**src/rtl/uart_pkg.sv**
```systemverilog
// rtl/uart_pkg.sv - shared UART state encoding and link constants for the RX and TX blocks
package uart_pkg;

  typedef enum logic [1:0] {
    IDLE,
    START,
    DATA,
    STOP
  } uart_state_e;

  localparam int OVERSAMPLE = 16;
  localparam int DATA_BITS  = 8;
  localparam int CLK_HZ     = 100_000_000;
  localparam int BAUD       = 9600;

endpackage

```
**src/rtl/uart_rx_if.sv**
```systemverilog
// rtl/uart_rx_if.sv - received-byte handshake between the UART receiver (master) and its consumer (slave)
interface uart_rx_if #(
  parameter int DATA_BITS = uart_pkg::DATA_BITS
);
  import uart_pkg::*;

  logic [DATA_BITS-1:0] data;
  logic                 data_ready;
  logic                 rd_ack;
  logic                 frame_err;
  logic                 overrun;

  modport master (
    output data,
    output data_ready,
    output frame_err,
    output overrun,
    input  rd_ack
  );

  modport slave (
    input  data,
    input  data_ready,
    input  frame_err,
    input  overrun,
    output rd_ack
  );

endinterface

```
**src/rtl/sync_2ff.sv**
```systemverilog
// rtl/sync_2ff.sv - generic multi-stage single-bit synchronizer with a selectable reset value
module sync_2ff #(
  parameter int   STAGES    = 2,
  parameter logic RESET_VAL = 1'b0
) (
  input  logic i_clk,
  input  logic i_rst,
  input  logic i_d,
  output logic o_q
);

  logic [STAGES-1:0] r_sync;

  always_ff @(posedge i_clk or posedge i_rst) begin
    if (i_rst) begin
      r_sync <= {STAGES{RESET_VAL}};
    end else begin
      r_sync[0] <= i_d;
      for (int i = 1; i < STAGES; i++) begin
        r_sync[i] <= r_sync[i-1];
      end
    end
  end

  assign o_q = r_sync[STAGES-1];

endmodule

```
**src/rtl/uart_rx.sv**
```systemverilog
// rtl/uart_rx.sv - 8N1 UART receiver on a 16x oversampling tick, with ready/ack byte handoff,
// framing-error pulse and sticky overrun flag.
module uart_rx #(
  parameter int DATA_BITS   = uart_pkg::DATA_BITS,
  parameter int OVERSAMPLE  = uart_pkg::OVERSAMPLE,
  parameter int SYNC_STAGES = 2
) (
  input  logic      i_clk,
  input  logic      i_rst,
  input  logic      i_baud,
  input  logic      i_rx,
  output logic      o_busy,
  uart_rx_if.master rx_if
);
  import uart_pkg::*;

  localparam int TW = $clog2(OVERSAMPLE);
  localparam int BW = $clog2(DATA_BITS + 1);
  localparam logic [TW-1:0] HALF_LAST = TW'(OVERSAMPLE / 2 - 1);
  localparam logic [TW-1:0] FULL_LAST = TW'(OVERSAMPLE - 1);
  localparam logic [BW-1:0] BIT_LAST  = BW'(DATA_BITS - 1);

  logic                 w_rx_s;
  logic                 w_armed;
  logic                 w_tick;
  logic                 w_fall;
  logic                 r_baud_q;
  logic                 r_rx_prev;
  uart_state_e          r_state;
  logic [TW-1:0]        r_tick_cnt;
  logic [BW-1:0]        r_bit_cnt;
  logic [DATA_BITS-1:0] r_shift;
  logic [DATA_BITS-1:0] r_data;
  logic                 r_ready;
  logic                 r_frame_err;
  logic                 r_overrun;

  sync_2ff #(.STAGES(SYNC_STAGES), .RESET_VAL(1'b1)) u_rx_sync (
    .i_clk (i_clk),
    .i_rst (i_rst),
    .i_d   (i_rx),
    .o_q   (w_rx_s)
  );

  // Goes high when w_rx_s first carries the real line level, so the synchronizer's reset value never counts as "seen high"
  sync_2ff #(.STAGES(SYNC_STAGES), .RESET_VAL(1'b0)) u_arm (
    .i_clk (i_clk),
    .i_rst (i_rst),
    .i_d   (1'b1),
    .o_q   (w_armed)
  );

  assign w_tick = i_baud & ~r_baud_q;
  assign w_fall = r_rx_prev & ~w_rx_s;

  always_ff @(posedge i_clk or posedge i_rst) begin
    if (i_rst) begin
      r_baud_q  <= 1'b0;
      r_rx_prev <= 1'b0;
    end else begin
      r_baud_q  <= i_baud;
      r_rx_prev <= w_armed & w_rx_s;
    end
  end

  always_ff @(posedge i_clk or posedge i_rst) begin
    if (i_rst) begin
      r_state     <= IDLE;
      r_tick_cnt  <= '0;
      r_bit_cnt   <= '0;
      r_shift     <= '0;
      r_data      <= '0;
      r_ready     <= 1'b0;
      r_frame_err <= 1'b0;
      r_overrun   <= 1'b0;
    end else begin
      r_frame_err <= 1'b0;
      if (rx_if.rd_ack) begin
        r_ready   <= 1'b0;
        r_overrun <= 1'b0;
      end
      case (r_state)
        IDLE: begin
          r_tick_cnt <= '0;
          if (w_fall) r_state <= START;
        end
        START: if (w_tick) begin
          if (r_tick_cnt == HALF_LAST) begin
            r_tick_cnt <= '0;
            if (!w_rx_s) begin
              r_bit_cnt <= '0;
              r_state   <= DATA;
            end else begin
              r_state <= IDLE;
            end
          end else begin
            r_tick_cnt <= r_tick_cnt + 1'b1;
          end
        end
        DATA: if (w_tick) begin
          if (r_tick_cnt == FULL_LAST) begin
            r_tick_cnt <= '0;
            r_shift    <= {w_rx_s, r_shift[DATA_BITS-1:1]};
            r_bit_cnt  <= r_bit_cnt + 1'b1;
            if (r_bit_cnt == BIT_LAST) r_state <= STOP;
          end else begin
            r_tick_cnt <= r_tick_cnt + 1'b1;
          end
        end
        STOP: if (w_tick) begin
          if (r_tick_cnt == FULL_LAST) begin
            r_tick_cnt <= '0;
            r_state    <= IDLE;
            if (w_rx_s) begin
              // A store overrides a same-cycle ack: the newest byte is always kept
              r_data    <= r_shift;
              r_ready   <= 1'b1;
              r_overrun <= ~rx_if.rd_ack & (r_overrun | r_ready);
            end else begin
              r_frame_err <= 1'b1;
            end
          end else begin
            r_tick_cnt <= r_tick_cnt + 1'b1;
          end
        end
        default: r_state <= IDLE;
      endcase
    end
  end

  assign rx_if.data       = r_data;
  assign rx_if.data_ready = r_ready;
  assign rx_if.frame_err  = r_frame_err;
  assign rx_if.overrun    = r_overrun;
  assign o_busy           = (r_state != IDLE);

endmodule

```
**src/flat_wrapper.sv**
```systemverilog
// flat-port wrapper written by rule: the top's interface ports become plain ports
module uart_rx_flat import uart_pkg::*;
#(
  parameter int DATA_BITS   = uart_pkg::DATA_BITS,
  parameter int OVERSAMPLE  = uart_pkg::OVERSAMPLE,
  parameter int SYNC_STAGES = 2
)
  (i_clk, i_rst, i_baud, i_rx, o_busy, rx_if_data, rx_if_data_ready, rx_if_frame_err, rx_if_overrun, rx_if_rd_ack);
  uart_rx_if #(.DATA_BITS(DATA_BITS)) rx_if_i ();
  input  logic i_clk;
  input  logic i_rst;
  input  logic i_baud;
  input  logic i_rx;
  output logic o_busy;
  output wire logic [$bits(rx_if_i.data)-1:0] rx_if_data;
  output wire logic [$bits(rx_if_i.data_ready)-1:0] rx_if_data_ready;
  output wire logic [$bits(rx_if_i.frame_err)-1:0] rx_if_frame_err;
  output wire logic [$bits(rx_if_i.overrun)-1:0] rx_if_overrun;
  input wire logic [$bits(rx_if_i.rd_ack)-1:0] rx_if_rd_ack;
  assign rx_if_data = rx_if_i.data;
  assign rx_if_data_ready = rx_if_i.data_ready;
  assign rx_if_frame_err = rx_if_i.frame_err;
  assign rx_if_overrun = rx_if_i.overrun;
  assign rx_if_i.rd_ack = rx_if_rd_ack;
  uart_rx #(.DATA_BITS(DATA_BITS), .OVERSAMPLE(OVERSAMPLE), .SYNC_STAGES(SYNC_STAGES)) u_core (.i_clk(i_clk), .i_rst(i_rst), .i_baud(i_baud), .i_rx(i_rx), .o_busy(o_busy), .rx_if(rx_if_i));
endmodule
```
**config.mk**
```make
export PLATFORM = sky130hd
export DESIGN_NAME = uart_rx_flat
export DESIGN_NICKNAME = d
export VERILOG_FILES = /design/src/rtl/uart_pkg.sv /design/src/rtl/uart_rx_if.sv /design/src/rtl/sync_2ff.sv /design/src/rtl/uart_rx.sv /design/src/flat_wrapper.sv
export SDC_FILE = /design/constraint.sdc
export NUM_CORES = 1
export LEC_CHECK = 0
export ABC_CLOCK_PERIOD_IN_PS = 2200
export BUFFER_PORTS_ARGS = -buffer_cell sky130_fd_sc_hd__buf_2
export CORE_ASPECT_RATIO = 1.1
export CORE_MARGIN = 2
export CORE_UTILIZATION = 55
export CTS_CLUSTER_SIZE = 40
export DETAILED_ROUTE_END_ITERATION = 16
export PLACE_DENSITY = 0.76
export SYNTH_ARGS = -nofsm -noshare
export SYNTH_HDL_FRONTEND = slang
export SYNTH_SLANG_ARGS = --single-unit
```
**constraint.sdc**
```tcl
create_clock -name i_clk -period 2.2 [get_ports i_clk]
set_clock_uncertainty 0.1 [all_clocks]
set_input_delay 0 -clock i_clk [delete_from_list [all_inputs] [get_ports i_clk]]
set_output_delay 0 -clock i_clk [all_outputs]
set_load 0.02 [all_outputs]
```
==> results of run 1 <==
-- final timing paths --
check / startpoint / endpoint / slack (ps)
max in group asynchronous: i_rst / u_core.u_rx_sync.r_sync[1] / 1490
setup / recovery: u_core.r_tick_cnt[0] / u_core.rx_if.data[6] / 360
setup reg to reg: u_core.r_tick_cnt[0] / u_core.rx_if.data[6] / 360
hold reg to reg: u_core.u_arm.r_sync[0] / u_core.u_arm.r_sync[1] / 260
min in group i_clk: i_rx / u_core.u_rx_sync.r_sync[0] / 210
hold / removal: i_rst / u_core.r_tick_cnt[2] / 180
-- power groups by stage --
stage / Clock, W / Sequential, W / Combinational [W]
after floorplan: 0 / 0.000733 / 0.000177
after global placement: 0 / 0.000776 / 0.000152
after detailed placement: 0 / 0.000783 / 0.000162
after CTS: 0.000409 / 0.000769 / 0.000169
after global routing: 0.000442 / 0.000782 / 0.000191
final: 0.000397 / 0.000771 / 0.000168
-- stage by stage --
stage / cells / worst slack (ps) / cell area [um^2] / hold WS (ps)
floorplan: 117 / 567 / 1460 / -95.5
global placement: 162 / 435 / 1570 / 4.50
detailed placement: 162 / 396 / 1570 / 8.26
CTS: 174 / 378 / 1680 / 190
global route: 174 / 282 / 1680 / 180
finish: 174 / 358 / 1680 / 178
-- per-layer routing --
metal  vias up  wire length [um]  GRT usage (%)
met5         -                 0              0
met4         0                46           7.69
met3         5               134           7.73
met2        27              1180           32.1
met1       478              1100           22.5
li1        466                 -              -
-- worst max-delay path: stages, from the launching register on --
cell and delay, ps:
dfrtp_1 410, ha_1 290, nand4_1 160, nor2_2 390, mux2_2 390
-- what timing repair did --
item	in CTS	in global routing
endpoints found under the hold margin	41	0
hold buffers	4	0
resized for setup	0	0
-- cell usage in the layout, fill, tap and decap left out, types with 2 or more instances in the layout --
cell type	Yosys	routed
a22o_1	2	2
buf_2	1	16
nor2_1	8	8
dlygate4sd3_1	0	4
dfrtp_1	33	33
clkbuf_8	0	2
a31oi_1	2	2
dfstp_2	2	2
mux2_2	17	17
nand3_1	6	6
nand2_1	7	7
o21ai_0	6	6
clkbuf_4	0	5
xor2_1	2	2
ha_1	2	2
inv_1	4	4
a21oi_1	4	4
-- cell families (layout without fill, tap and decap cells) --
family,count (synthesis),after routing
other cells,1,1
mux,17,17
xor+xnor,2,2
fa+ha+maj,2,2
compound gates,17,17
flops,35,35
buf+inv,7,33
simple gates,36,36
-- final cells by class --
type / instances / area [um^2] / share of cell area [%]
Clock buffer: 7 / 65.1 / 3.87
Clock inverter: 1 / 7.51 / 0.447
Inverter: 4 / 15.0 / 0.894
Multi-Input combinational cell: 75 / 548 / 32.6
Sequential cell: 35 / 878 / 52.3
Tap cell: 31 / 38.8 / 2.31
Timing Repair Buffer: 21 / 128 / 7.59
-- registers in the layout (all words and copies together) (netlist names), named ones only --
name	cells
u_core.r_shift	8
u_core.rx_if.data	8
u_core.r_bit_cnt	4
u_core.r_tick_cnt	4
u_core.u_arm.r_sync	2
u_core.u_rx_sync.r_sync	2
u_core.r_baud_q	1
u_core.r_rx_prev	1
u_core.r_state	1
u_core.rx_if.data_ready	1
u_core.rx_if.frame_err	1
u_core.rx_if.overrun	1
==> flow_summary.json, run 1 <==
{
  "min_period_ps": 1840,
  "cts_buffer_depth": 2,
  "port_buffers": 16,
  "syn-instance-count": 117,
  "clk_pin_slew_ps": 110,
  "syn_area_per_cell_um2": 12.5,
  "maxSlewViolCount": 0,
  "drt_iter0_drc": 21,
  "synthTopCellsByArea": "dfrtp_1 (57%), mux2_2 (13%), dfstp_2 (3.6%)",
  "htree_levels": 2,
  "cts_sinks": 35,
  "drtPass1Iterations": 4,
  "p_leak_nw": 0.836,
  "rows": 19,
  "r2r_cells": 4,
  "fp.dieW_um": 53.2,
  "p_switching_w": 0.000384,
  "endpoint_kind": "flip-flop",
  "chipHeight_um": 58.1,
  "drt-wirelength-per-cell_um": 14.1,
  "clkPwrFrac_pct": 29.7,
  "crit_fanout": 9,
  "synth_xor_area_share_pct": 1.20,
  "grtUsageTotal_pct": 19.5,
  "layout-drive-gt1-share_pct": 33.6,
  "core_mm2": 0.00252,
  "place_congestion": 0.834,
  "setup_viol": 0,
  "cp.arrival_ps": 1970,
  "yosysMostFrequentCell": "dfrtp_1",
  "finalHoldViolations": 0,
  "intPower_w": 0.000951,
  "worstSkewPairLatency_ps": 340,
  "netlist_top_cells_count": "dfrtp_1 (33), mux2_2 (17), nor2_1 (8), nand2_1 (7)",
  "crit_required_ps": 2330,
  "synth-seq-cells": 35,
  "seqPwrFrac_pct": 57.7,
  "path_class": "flip-flop to flip-flop",
  "ir_drop_mv": 0.641,
  "hold_class": "primary input to asynchronous set/reset pin",
  "synth_seq_area_share_pct": 60.1,
  "n_antenna_cell": 0,
  "synth_top_family_by_area": "simple AND/OR/NAND/NOR gates",
  "ctsRootBufferMaster": "clkbuf_4",
  "hpwl_um": 1720,
  "clock.fmax_mhz": 543,
  "final_nets": 149,
  "ys.flop_type": "dfrtp_1",
  "status": "complete, no violations",
  "start_util_pct": 58.0,
  "cts_tree": "yes",
  "synth_top_area_share_pct": 56.5,
  "synthAdderAreaFrac_pct": 1.71,
  "synthArstFlopShare_pct": 100,
  "rsz0062_at_grt": "no",
  "max-cap-violations": 0,
  "fin_tns_setup_ps": 0,
  "synth_edf_count": 0,
  "p_comb_share_pct": 12.6,
  "viasPerCell": 5.61,
  "grt_max_degree": 36,
  "synth_top_cell_by_area": "dfrtp_1",
  "ys_warn_count": 0,
  "grt_pass1_wl_um": 4240,
  "pin_count": 17,
  "p_per_area_mw_per_mm2": 795,
  "vias": 976,
  "cts_setup_buffers": 0,
  "startpoint_type": "flip-flop",
  "antenna_found_initial": 0,
  "final_antenna_net_count": 0,
  "n_fill_cell": 203,
  "synthSimpleGateAreaFrac_pct": 14.2,
  "synth_fp_nets": 124,
  "route.detailed.drc": 0,
  "synth_compound_area_share_pct": 7.02,
  "syn_area_mm2": 0.00146,
  "ys_types": 34,
  "power_w": 0.00134,
  "switching_share_pct": 28.8,
  "cts_buffers": 5,
  "synth_mux_area_share_pct": 13.1,
  "dieArea_mm2": 0.00309,
  "grt_pass1_vias": 968,
  "syn_to_final_growth_pct": 15.0,
  "routed_wl_um": 2460,
  "finalCritPeriodShare_pct": 83.7,
  "utilization_pct": 66.7,
  "overflow": 0
}
No activity file was read; power rests on OpenSTA's default activity.
==> inputs of run 2 (changes only) <==
Settings changed: ABC_CLOCK_PERIOD_IN_PS 2200 to 1600, CORE_UTILIZATION 55 to 50, PLACE_DENSITY 0.76 to 0.73.
Clock period 2.2 ns to 1.6 ns, I/O delays scaled along.
==> run 2 against run 1 <==
- the flow now finishes with violations (negative setup slack)
- clock power rose by 35%
- clock-buffer cell count increased by 1
- global-route usage up 0.87 points
- sequential share of layout area fell by 8.0 points
- routed wire length rose by 37%
- setup slack worse by 380 ps
- final cell count is 16% higher
- flip-flop and latch count unchanged
- die area is 9.2% higher
- total power up 55%
- core utilization grew 5.0 points
- critical path depth up 1
- critical path type unchanged
- highest routed layer unchanged
==> flow_summary.json, run 2 (same netlist as run 1, synthesis figures left out) <==
{
  "grt_pass1_wl_um": 5000,
  "crit_fanout": 6,
  "post_dp_cell_area_mm2": 0.00169,
  "layout_common_cells": "dfrtp_1 (31), buf_4 (23), buf_2 (16)",
  "crit_slowest_cell": "dfrtp_1",
  "path_buf_inv": 1,
  "worst_slew_pin_slew_ps": 601,
  "r2r_cells": 5,
  "cts_sinks": 35,
  "layout-drive-gt1-share_pct": 47.3,
  "endpoint_kind": "flip-flop",
  "antenna_found_initial": 0,
  "core_mm2": 0.00278,
  "finalCritPeriodShare_pct": 102,
  "drt-wirelength-per-cell_um": 16.7,
  "fin_ws_ps": -25.4,
  "worstSkewPairLatency_ps": 340,
  "utilization_pct": 71.7,
  "regArea_um2": 881,
  "critPathTopFamily": "flip-flops",
  "clk_pin_slew_ps": 110,
  "cts_buffer_depth": 2,
  "grt_pass1_vias": 1049,
  "p_leak_nw": 0.978,
  "regToRegStartpoint": "u_core.r_tick_cnt[0]",
  "r2r_end": "u_core.r_shift[2]",
  "rows": 20,
  "rsz0062_at_grt": "yes",
  "n_antenna_cell": 0,
  "worstPathCellList": "ha_4, buf_4, nand3_4, nor2_4, mux2_4",
  "final_antenna_net_count": 0,
  "hold_class": "primary input to asynchronous set/reset pin",
  "dieArea_mm2": 0.00337,
  "n_fill_cell": 179,
  "port_buffers": 16,
  "start_util_pct": 52.6,
  "chipHeight_um": 60.7,
  "ir_drop_mv": 0.671,
  "max-cap-violations": 0,
  "drtPass1Iterations": 4,
  "viasPerCell": 5.48,
  "slew_headroom_pct": 59.9,
  "fp.dieW_um": 55.5,
  "setup_viol": 10,
  "cts_tree": "yes",
  "post-route-cell-area_mm2": 0.00199,
  "r2r_setup_slack_ps": -30,
  "p_per_area_mw_per_mm2": 1040,
  "startpoint_type": "flip-flop",
  "maxSlewViolCount": 0,
  "multiInputGateArea_um2": 661,
  "cp.arrival_ps": 1750,
  "crit_required_ps": 1720,
  "final_common_cell": "dfrtp_1",
  "cpPeakStageDelay_ps": 410,
  "min_period_ps": 1630,
  "overflow": 0,
  "place_congestion": 0.778,
  "hpwl_um": 1990,
  "grtUsageTotal_pct": 20.3,
  "grt_max_degree": 22,
  "clock.fmax_mhz": 615,
  "htree_levels": 2,
  "path_class": "flip-flop to flip-flop",
  "final_nets": 175,
  "worst-path-stages": 5,
  "route.detailed.drc": 0,
  "fin_tns_setup_ps": -173,
  "finalHoldWorstSlack_ps": 154,
  "cts_buffers": 5,
  "violations": "negative setup slack",
  "finalHoldViolations": 0,
  "drt_iter0_drc": 33,
  "preCtsSetupSlack_ps": -71.8,
  "status": "finished, violations left",
  "vias": 1107,
  "syn_to_final_growth_pct": 36.2,
  "routed_wl_um": 3370,
  "pin_count": 17,
  "ctsRootBufferMaster": "clkbuf_4"
}
## run 2: worst max-delay path by stage
stage / start / end / slack (ps)
5_1_grt: u_core.r_tick_cnt[0] / u_core.rx_if.data[5] / -100
4_1_cts: u_core.r_tick_cnt[1] / u_core.rx_if.data[4] / -10
6_report: u_core.r_tick_cnt[0] / u_core.r_shift[2] / -30
2_1_floorplan: u_core.r_tick_cnt[0] / u_core.rx_if.data[0] / 20
3_5_place_dp: u_core.r_tick_cnt[1] / u_core.rx_if.data[4] / -70
3_3_place_gp: u_core.r_tick_cnt[0] / u_core.rx_if.data[4] / -20
## run 2: timing repair
action | CTS | global route
gates resized for setup | 11 | 16
endpoints found under the setup margin | 18 | 17
pin swaps | 5 | 5
gates cloned | 2 | 0
hold buffers | 4 | 0
endpoints found under the hold margin | 16 | 0
buffers inserted | 4 | 6
## run 2: layer usage
layer / share of wire (%) / track usage (%) / vias to the layer above / wire [um]
met5: 0 / 0 / - / 0
met4: 1.4 / 8.36 / 0 / 47
met3: 2.8 / 6.40 / 5 / 93
met2: 53 / 35.0 / 22 / 1780
met1: 43 / 24.2 / 566 / 1460
li1: - / - / 514 / -
## run 2: area by class of cell
class | instances | share of cell area, %
multi-input cells | 77 | 33.2
repair buffers | 45 | 16.3
well taps | 33 | 2.07
inverters | 4 | 0.754
clock buffers | 8 | 3.46
flip-flops and latches | 35 | 44.2
## run 2: metrics by stage
step | power (W) | cells
after floorplan | 0.00125 | 117
after global placement | 0.00140 | 178
after detailed placement | 0.00142 | 178
after CTS | 0.00203 | 196
after global routing | 0.00219 | 202
final | 0.00207 | 202
## run 2: worst min-delay path, cell delays in order
cell and delay, ps:
dlygate4sd3_1 530, buf_2 110, inv_1 440
## run 2: report_power, final
group          internal (W)  switching (W)
logic              0.000257       0.000249
registers          0.000953      0.0000721
clock network      0.000259       0.000279
